File: config.mk
export PLATFORM = sky130hd
export DESIGN_NAME = calc_ctrl
export DESIGN_NICKNAME = d
export VERILOG_FILES = /design/src/rtl/calc_pkg.sv /design/src/rtl/calc_ctrl_key_event.sv /design/src/rtl/calc_ctrl.sv
export SDC_FILE = /design/constraint.sdc
export NUM_CORES = 1
export LEC_CHECK = 0
export CELL_PAD_IN_SITES_DETAIL_PLACEMENT = 0
export CELL_PAD_IN_SITES_GLOBAL_PLACEMENT = 1
export CORE_MARGIN = 5
export CORE_UTILIZATION = 35
export CTS_CLUSTER_SIZE = 14
export DETAILED_ROUTE_END_ITERATION = 8
export PLACE_DENSITY_LB_ADDON = 0.1
export SLEW_MARGIN = 15
export SYNTH_ARGS = -nofsm -noshare
export SYNTH_HDL_FRONTEND = slang
export SYNTH_SLANG_ARGS = --single-unit
File: constraint.sdc
create_clock -name clk -period 2.5 [get_ports clk]
set_clock_uncertainty 0.15 [all_clocks]
set_input_delay 0.5 -clock clk [delete_from_list [all_inputs] [get_ports clk]]
set_output_delay 0.5 -clock clk [all_outputs]
set_load 0.02 [all_outputs]
File: src/rtl/calc_pkg.sv
// -----------------------------------------------------------------------------
// calc_pkg
// Shared definitions for the BCD calculator controller slice.
//
// Contents:
//   CALC_NDIG         default number of BCD digits per operand
//   CALC_ALU_TIMEOUT  default number of cycles to wait for the arithmetic unit
//   OP_ADD / OP_SUB   operator codes carried on op_val / op_sel
//   state_t           controller state encoding (also exported on state_o)
//   op_is_valid()     true for the two operator codes the controller accepts
// -----------------------------------------------------------------------------
package calc_pkg;

    localparam int CALC_NDIG        = 4;
    localparam int CALC_ALU_TIMEOUT = 255;

    localparam logic [1:0] OP_ADD = 2'd1;
    localparam logic [1:0] OP_SUB = 2'd2;

    typedef enum logic [1:0] {
        ENT_A    = 2'd0,
        ENT_B    = 2'd1,
        WAIT_ALU = 2'd2,
        SHOW_RES = 2'd3
    } state_t;

    // Codes 0 and 3 are unused by the arithmetic unit, so keys carrying
    // them must not disturb the controller.
    function automatic logic op_is_valid(input logic [1:0] op);
        return (op == OP_ADD) || (op == OP_SUB);
    endfunction

endpackage

File: src/rtl/calc_ctrl_key_event.sv
// -----------------------------------------------------------------------------
// key_event
// Turns the level-type key_press from the keypad decoder into a single-cycle
// event, one cycle after the rising edge. The key class flags and the key
// value are captured at that edge, so the controller never sees whatever the
// decoder drives while the key is held or released.
//
// Ports:
//   clk, rst          clock, synchronous active-high reset
//   key_press         high while a decoded key is held
//   is_num/is_op/is_eq key class, valid while key_press is high
//   num_val, op_val   digit / operator code of the key
//   ev_num/ev_op/ev_eq single-cycle event pulses, one per key press
//   ev_num_val        digit captured at the edge
//   ev_op_val         operator code captured at the edge
// -----------------------------------------------------------------------------
module key_event (
    input  logic       clk,
    input  logic       rst,
    input  logic       key_press,
    input  logic       is_num,
    input  logic       is_op,
    input  logic       is_eq,
    input  logic [3:0] num_val,
    input  logic [1:0] op_val,
    output logic       ev_num,
    output logic       ev_op,
    output logic       ev_eq,
    output logic [3:0] ev_num_val,
    output logic [1:0] ev_op_val
);

    logic       prev_q,    prev_d;
    logic       ev_num_q,  ev_num_d;
    logic       ev_op_q,   ev_op_d;
    logic       ev_eq_q,   ev_eq_d;
    logic [3:0] num_val_q, num_val_d;
    logic [1:0] op_val_q,  op_val_d;
    logic       rise;

    // Edge detect against last cycle's key level; the class flags are only
    // turned into events on the edge, and the values are held between edges.
    always_comb begin
        rise      = key_press & ~prev_q;
        prev_d    = key_press;
        ev_num_d  = rise & is_num;
        ev_op_d   = rise & is_op;
        ev_eq_d   = rise & is_eq;
        num_val_d = rise ? num_val : num_val_q;
        op_val_d  = rise ? op_val  : op_val_q;
    end

    // prev_q resets high so a key that is still held when reset is released
    // looks like it was already down and produces no event.
    always_ff @(posedge clk) begin
        if (rst) begin
            prev_q    <= 1'b1;
            ev_num_q  <= 1'b0;
            ev_op_q   <= 1'b0;
            ev_eq_q   <= 1'b0;
            num_val_q <= 4'd0;
            op_val_q  <= 2'd0;
        end else begin
            prev_q    <= prev_d;
            ev_num_q  <= ev_num_d;
            ev_op_q   <= ev_op_d;
            ev_eq_q   <= ev_eq_d;
            num_val_q <= num_val_d;
            op_val_q  <= op_val_d;
        end
    end

    assign ev_num     = ev_num_q;
    assign ev_op      = ev_op_q;
    assign ev_eq      = ev_eq_q;
    assign ev_num_val = num_val_q;
    assign ev_op_val  = op_val_q;

endmodule

File: src/rtl/calc_ctrl.sv
// -----------------------------------------------------------------------------
// calc_ctrl
// Keypad-driven controller for a BCD calculator. Collects two operands and an
// operator from key events, hands them to an external arithmetic unit, and
// shows the operand being typed or the returned result on disp_val.
//
// Build option:
//   CALC_CHAIN_EN  when defined, an operator key while a result is shown
//                  continues with the result as the first operand. Without
//                  it, operator keys in that state are ignored.
//
// Parameters:
//   NDIG         BCD digits per operand (>= 1)
//   ALU_TIMEOUT  cycles to wait for alu_done before giving up (>= 1)
//
// Ports:
//   clk, rst            clock, synchronous active-high reset
//   key_press           level, high while a decoded key is held
//   is_num/is_op/is_eq  key class
//   num_val, op_val     digit (0-9) / operator (1 add, 2 sub)
//   alu_start           one-cycle request to the arithmetic unit
//   alu_done            one-cycle completion strobe
//   alu_result          BCD result, valid with alu_done
//   opnd_a, opnd_b      BCD operands, stable while the ALU works
//   op_sel              latched operator
//   disp_val            value to display
//   err                 sticky ALU-timeout flag, cleared by the next digit
//   state_o             current state (debug)
// -----------------------------------------------------------------------------
module calc_ctrl
    import calc_pkg::*;
#(
    parameter int NDIG        = CALC_NDIG,
    parameter int ALU_TIMEOUT = CALC_ALU_TIMEOUT
) (
    input  logic              clk,
    input  logic              rst,
    input  logic              key_press,
    input  logic              is_num,
    input  logic              is_op,
    input  logic              is_eq,
    input  logic [3:0]        num_val,
    input  logic [1:0]        op_val,
    output logic              alu_start,
    input  logic              alu_done,
    input  logic [4*NDIG-1:0] alu_result,
    output logic [4*NDIG-1:0] opnd_a,
    output logic [4*NDIG-1:0] opnd_b,
    output logic [1:0]        op_sel,
    output logic [4*NDIG-1:0] disp_val,
    output logic              err,
    output logic [1:0]        state_o
);

    localparam int DW = 4 * NDIG;
    localparam int CW = $clog2(NDIG + 1);
    localparam int TW = $clog2(ALU_TIMEOUT + 1);

    localparam logic [CW-1:0] CNT_FULL = CW'(NDIG);
    localparam logic [TW-1:0] TMO_LAST = TW'(ALU_TIMEOUT - 1);

    logic       ev_num;
    logic       ev_op;
    logic       ev_eq;
    logic [3:0] ev_num_val;
    logic [1:0] ev_op_val;
    logic       ev_op_ok;

    state_t          state_q,     state_d;
    logic [DW-1:0]   opnd_a_q,    opnd_a_d;
    logic [DW-1:0]   opnd_b_q,    opnd_b_d;
    logic [DW-1:0]   result_q,    result_d;
    logic [DW-1:0]   disp_val_q,  disp_val_d;
    logic [1:0]      op_sel_q,    op_sel_d;
    logic [CW-1:0]   cnt_a_q,     cnt_a_d;
    logic [CW-1:0]   cnt_b_q,     cnt_b_d;
    logic [TW-1:0]   tmo_q,       tmo_d;
    logic            err_q,       err_d;
    logic            alu_start_q, alu_start_d;

    key_event u_key_event (
        .clk        (clk),
        .rst        (rst),
        .key_press  (key_press),
        .is_num     (is_num),
        .is_op      (is_op),
        .is_eq      (is_eq),
        .num_val    (num_val),
        .op_val     (op_val),
        .ev_num     (ev_num),
        .ev_op      (ev_op),
        .ev_eq      (ev_eq),
        .ev_num_val (ev_num_val),
        .ev_op_val  (ev_op_val)
    );

    assign ev_op_ok = ev_op && op_is_valid(ev_op_val);

    // Next-state logic. A key carrying more than one class flag is treated
    // as a digit first, then an operator, then equals. Shifting in a digit
    // uses a size cast to drop the most significant digit's old position.
    always_comb begin
        state_d     = state_q;
        opnd_a_d    = opnd_a_q;
        opnd_b_d    = opnd_b_q;
        result_d    = result_q;
        op_sel_d    = op_sel_q;
        cnt_a_d     = cnt_a_q;
        cnt_b_d     = cnt_b_q;
        err_d       = err_q;
        alu_start_d = 1'b0;
        tmo_d       = '0;

        case (state_q)
            ENT_A: begin
                if (ev_num) begin
                    if (cnt_a_q < CNT_FULL) begin
                        opnd_a_d = DW'({opnd_a_q, ev_num_val});
                        cnt_a_d  = cnt_a_q + 1'b1;
                        err_d    = 1'b0;
                    end
                end else if (ev_op_ok) begin
                    op_sel_d = ev_op_val;
                    opnd_b_d = '0;
                    cnt_b_d  = '0;
                    state_d  = ENT_B;
                end
            end

            ENT_B: begin
                if (ev_num) begin
                    if (cnt_b_q < CNT_FULL) begin
                        opnd_b_d = DW'({opnd_b_q, ev_num_val});
                        cnt_b_d  = cnt_b_q + 1'b1;
                        err_d    = 1'b0;
                    end
                end else if (ev_op_ok) begin
                    op_sel_d = ev_op_val;
                end else if (ev_eq) begin
                    alu_start_d = 1'b1;
                    state_d     = WAIT_ALU;
                end
            end

            // Keys are dropped here. A completion on the last allowed cycle
            // still wins over the timeout.
            WAIT_ALU: begin
                if (alu_done) begin
                    result_d = alu_result;
                    state_d  = SHOW_RES;
                end else if (tmo_q == TMO_LAST) begin
                    err_d    = 1'b1;
                    opnd_a_d = '0;
                    opnd_b_d = '0;
                    result_d = '0;
                    cnt_a_d  = '0;
                    cnt_b_d  = '0;
                    state_d  = ENT_A;
                end else begin
                    tmo_d = tmo_q + 1'b1;
                end
            end

            SHOW_RES: begin
                if (ev_num) begin
                    opnd_a_d = DW'(ev_num_val);
                    opnd_b_d = '0;
                    cnt_a_d  = CW'(1);
                    cnt_b_d  = '0;
                    err_d    = 1'b0;
                    state_d  = ENT_A;
                end
`ifdef CALC_CHAIN_EN
                else if (ev_op_ok) begin
                    // The shown result becomes a complete first operand.
                    opnd_a_d = disp_val_q;
                    cnt_a_d  = CNT_FULL;
                    opnd_b_d = '0;
                    cnt_b_d  = '0;
                    op_sel_d = ev_op_val;
                    state_d  = ENT_B;
                end
`endif
            end

            default: begin
                state_d = ENT_A;
            end
        endcase

        // The display follows the state being entered so it lines up with
        // state_o on the same cycle.
        case (state_d)
            ENT_A:   disp_val_d = opnd_a_d;
            ENT_B:   disp_val_d = opnd_b_d;
            default: disp_val_d = result_d;
        endcase
    end

    // All controller state, including every output, lives in this one
    // register block.
    always_ff @(posedge clk) begin
        if (rst) begin
            state_q     <= ENT_A;
            opnd_a_q    <= '0;
            opnd_b_q    <= '0;
            result_q    <= '0;
            disp_val_q  <= '0;
            op_sel_q    <= 2'd0;
            cnt_a_q     <= '0;
            cnt_b_q     <= '0;
            tmo_q       <= '0;
            err_q       <= 1'b0;
            alu_start_q <= 1'b0;
        end else begin
            state_q     <= state_d;
            opnd_a_q    <= opnd_a_d;
            opnd_b_q    <= opnd_b_d;
            result_q    <= result_d;
            disp_val_q  <= disp_val_d;
            op_sel_q    <= op_sel_d;
            cnt_a_q     <= cnt_a_d;
            cnt_b_q     <= cnt_b_d;
            tmo_q       <= tmo_d;
            err_q       <= err_d;
            alu_start_q <= alu_start_d;
        end
    end

    assign alu_start = alu_start_q;
    assign opnd_a    = opnd_a_q;
    assign opnd_b    = opnd_b_q;
    assign op_sel    = op_sel_q;
    assign disp_val  = disp_val_q;
    assign err       = err_q;
    assign state_o   = state_q;

endmodule

==> qor.csv <==
stage,metric,value,unit
worst_setup_path,reg2reg_from,state_o[0],
logic_synthesis,netlist_area,4260,µm²
worst_setup_path,crit_path_top_delay_cell,dfxtp_1,
logic_synthesis,synth_warnings,0,
worst_setup_path,r2r_slack,0.16,ns
worst_setup_path,crit_required,2.57,ns
worst_hold_path,min_to,tmo_q[0],
clocking,clock_path_buffers,2,
floorplanning,core-area,12000,µm²
place,dp.cells,698,
layout,layout.cells.non_filler,714,
logic_synthesis,synthCells,462,
floorplanning,dieHeight,120,µm
timing,fin_setup_tns,0,ns
timing,setup_ws,0.160,ns
place,placed_area,5410,µm²
timing,fin_crit_sh,0.936,
grt,first_global_vias,3697,
power,clkPwrFrac,0.463,
logic_synthesis,synth_nets,495,
grt,antenna_found_initial,0,
clocking,cts.repair.resized,0,
worst_setup_path,worstSetupPathType,register to register,
timing,relSlewSlack,0.564,
worst_hold_path,hold_path.class,register to register,
routing,route.met2.wl,5580,µm
power,totalPowerFinal,3.05,mW
routing,met1_length,6090,µm
clocking,path_clk_slew,0.06,ns
logic_synthesis,ys_seq_area_frac,0.442,
logic_synthesis,synth_area_leader_cell,dfxtp_1,
flow_run,max_cap_violations,0,
clocking,numCtsBuffers,9,
routing,totalWireLength,12600,µm
floorplanning,dieWidth,120,µm
routing,ant_nets,0,
timing,finalHoldViolations,0,
power,comb_power_share,0.042,
logic_synthesis,async_reset_ff_frac,0,
power,pwr-share-seq,0.495,
logic_synthesis,synth_flop_cell,dfxtp_1,
floorplanning,ios,83,
place,io_buffers,82,
layout,drive_gt1_frac,0.138,
clocking,cts_tree,done,
routing,wire_per_inst,17.7,µm
worst_hold_path,hold_path_depth,1,
grt,grt_max_degree,31,
layout,antenna_cells,0,
power,power.leakage,2.14,nW
worst_setup_path,path_depth,6,
worst_setup_path,crit_path_max_incr_delay,0.55,ns
routing,drt-initial-drc-count,229,
floorplanning,die-area,14500,µm²
timing,rsz0062_at_grt,no,
timing,final-setup-viol-count,0,
worst_setup_path,cp-start-kind,register,
timing,tightest_slew,0.652,ns
worst_setup_path,crit_start,state_o[0],
logic_synthesis,synth-simple-area-share,0.201,
clocking,cts-root-buf,clkbuf_16,
floorplanning,start_util,0.356,
layout,syn_to_final_growth,34.2,%
clocking,post_cts_buffers,0,
worst_setup_path,cp_cell_sequence,buf_4 -> nand2b_1 -> a21bo_2 -> nand4_4 -> a221oi_1 -> o31ai_1,
logic_synthesis,synth_top_family_by_area,compound AO/OA/AOI/OAI gates,
clocking,htree_levels,3,
grt,grt_overflow_total,0,
logic_synthesis,synth_edf_count,0,
place,gp_congestion,0.799,
clocking,worstSkewPairLatency,0.35,ns
logic_synthesis,ys_seq_elements,94,
logic_synthesis,muxShareOfSynthArea,0.0446,
worst_setup_path,critPathTopFamily,compound AO/OA/AOI/OAI gates,
worst_setup_path,cp.arrival,2.41,ns
layout,nNetsFinal,595,
routing,vias_per_cell,5.20,
power,powerDensity,533,nW/µm²
timing,fmax,427,MHz
floorplanning,core.rowCount,40,
power,p_sw,0.652,mW
logic_synthesis,synth_area_per_cell,9.22,µm²
timing,finalCriticalPeriod,2.34,ns
worst_setup_path,crit_buf_inv,1,
power,cellInternalPower,2.40,mW
timing,drv_slew,0,
worst_hold_path,min_from,tmo_q[0],
routing,firstDrtPassIters,4,
logic_synthesis,synth_compound_area_frac,0.237,
worst_setup_path,critPathCaptureType,register,
worst_setup_path,rr_worst_depth,6,
grt,grt_pass1_wl,20200,µm
power,p_sw_frac,0.214,
place,dpl.hpwl,9410,µm
logic_synthesis,ys_types,62,
worst_setup_path,r2r-end,disp_val[13],
power,irDropWorstVdd,0.000355,V
place,pre_cts_ws,0.0425,ns
grt,grt_use_total,0.179,
logic_synthesis,synthXorXnorAreaFrac,0.0162,
logic_synthesis,synth_fa_ha_area_frac,0.0117,
outcome,outcome,completed,
clocking,cts.sinks,94,
layout,stdcell_area,5720,µm²
routing,vias,3711,
logic_synthesis,synth_top_area_share,0.442,
routing,top_layer,met4,
clocking,postCtsHoldBufs,0,
routing,wl_met3,721,µm
routing,drc,0,
worst_setup_path,critPathMaxFanout,11,
logic_synthesis,synth.top_cells.by_area,"dfxtp_1, nor2_1, mux2i_1",
## registers in the layout, summed over array words and instances (netlist names)
| register | flops |
|---|---|
| alu_start | 1 |
| cnt_a_q | 3 |
| cnt_b_q | 3 |
| disp_val | 16 |
| err | 1 |
| op_sel | 2 |
| opnd_a | 16 |
| opnd_b | 16 |
| result_q | 16 |
| state_o | 2 |
| tmo_q | 8 |
| u_key_event.ev_eq | 1 |
| u_key_event.ev_num | 1 |
| u_key_event.ev_num_val | 4 |
| u_key_event.ev_op | 1 |
| u_key_event.ev_op_val | 2 |
| u_key_event.prev_q | 1 |
## area by class of cell
class	count	area, µm²
Tap cell	147	184
Multi-Input combinational cell	324	2180
Sequential cell	94	1880
Fill cell	1156	6250
Clock inverter	5	56.3
Clock buffer	11	253
Timing Repair Buffer	117	1100
Inverter	16	60.1
## worst max-delay path by stage
stage | endpoint | slack, ns
after floorplan | disp_val[12] | 0.53
after global placement | disp_val[12] | 0.06
after detailed placement | disp_val[13] | 0.04
after CTS | state_o[0] | 0.13
after global routing | disp_val[12] | 0.008
final | disp_val[13] | 0.16
## cell families after synthesis
| family | after synthesis |
|---|---|
| simple gates | 168 |
| compound gates | 126 |
| flops | 94 |
| buf+inv | 44 |
| mux | 19 |
| xor+xnor | 7 |
| fa+ha+maj | 4 |
## cell usage after synthesis (all sizes together), types with 5 or more instances
library cell  number
inv               15
a22oi              9
buf               19
nor2              80
a21oi             11
a221oi             8
mux2i             19
and3               6
o21a              12
nor3               7
nand2             17
a32o              12
nand3              7
and2              24
dfxtp             94
a31oi             15
xor2               5
a41oi             12
o21ai             24
clkbuf             9
## layout by cell type (no fill, tap or decap), types with 9 or more instances in the layout
cell             synthesis  final
dfxtp_1                 94     94
clkdlybuf4s50_1          0     81
nor2_1                  80     80
buf_4                    3     33
and2_1                  24     24
mux2i_1                 19     19
nand2_1                 17     17
o21ai_1                 16     16
inv_1                   14     14
a31oi_1                 14     14
a32o_1                  12     12
o21a_1                  12     12
a21oi_1                 11     11
a41oi_2                 10     10
a22oi_1                  9      9
clkbuf_16                0      9
## per-stage QoR
stage / hold slack, ns / utilization
after floorplan: 0.287 / -
after global placement: 0.306 / 0.452
after detailed placement: 0.322 / 0.452
after CTS: 0.332 / 0.478
after global routing: 0.357 / 0.478
final: 0.327 / 0.478
## power groups by stage
stage / combinational (mW) / sequential [mW] / clock, mW
2_1_floorplan: 0.0464 / 1.54 / 0
3_3_place_gp: 0.127 / 1.54 / 0
3_5_place_dp: 0.126 / 1.54 / 0
4_1_cts: 0.127 / 1.51 / 1.45
5_1_grt: 0.137 / 1.51 / 1.50
6_report: 0.127 / 1.51 / 1.41
## metal layers
metal | track usage | vias to the layer above
met2 | 0.273 | 94
met4 | 0.0708 | 0
met1 | 0.249 | 1729
li1 | - | 1874
met5 | 0 | -
met3 | 0.0365 | 14
(Power assumes the default switching activity.)
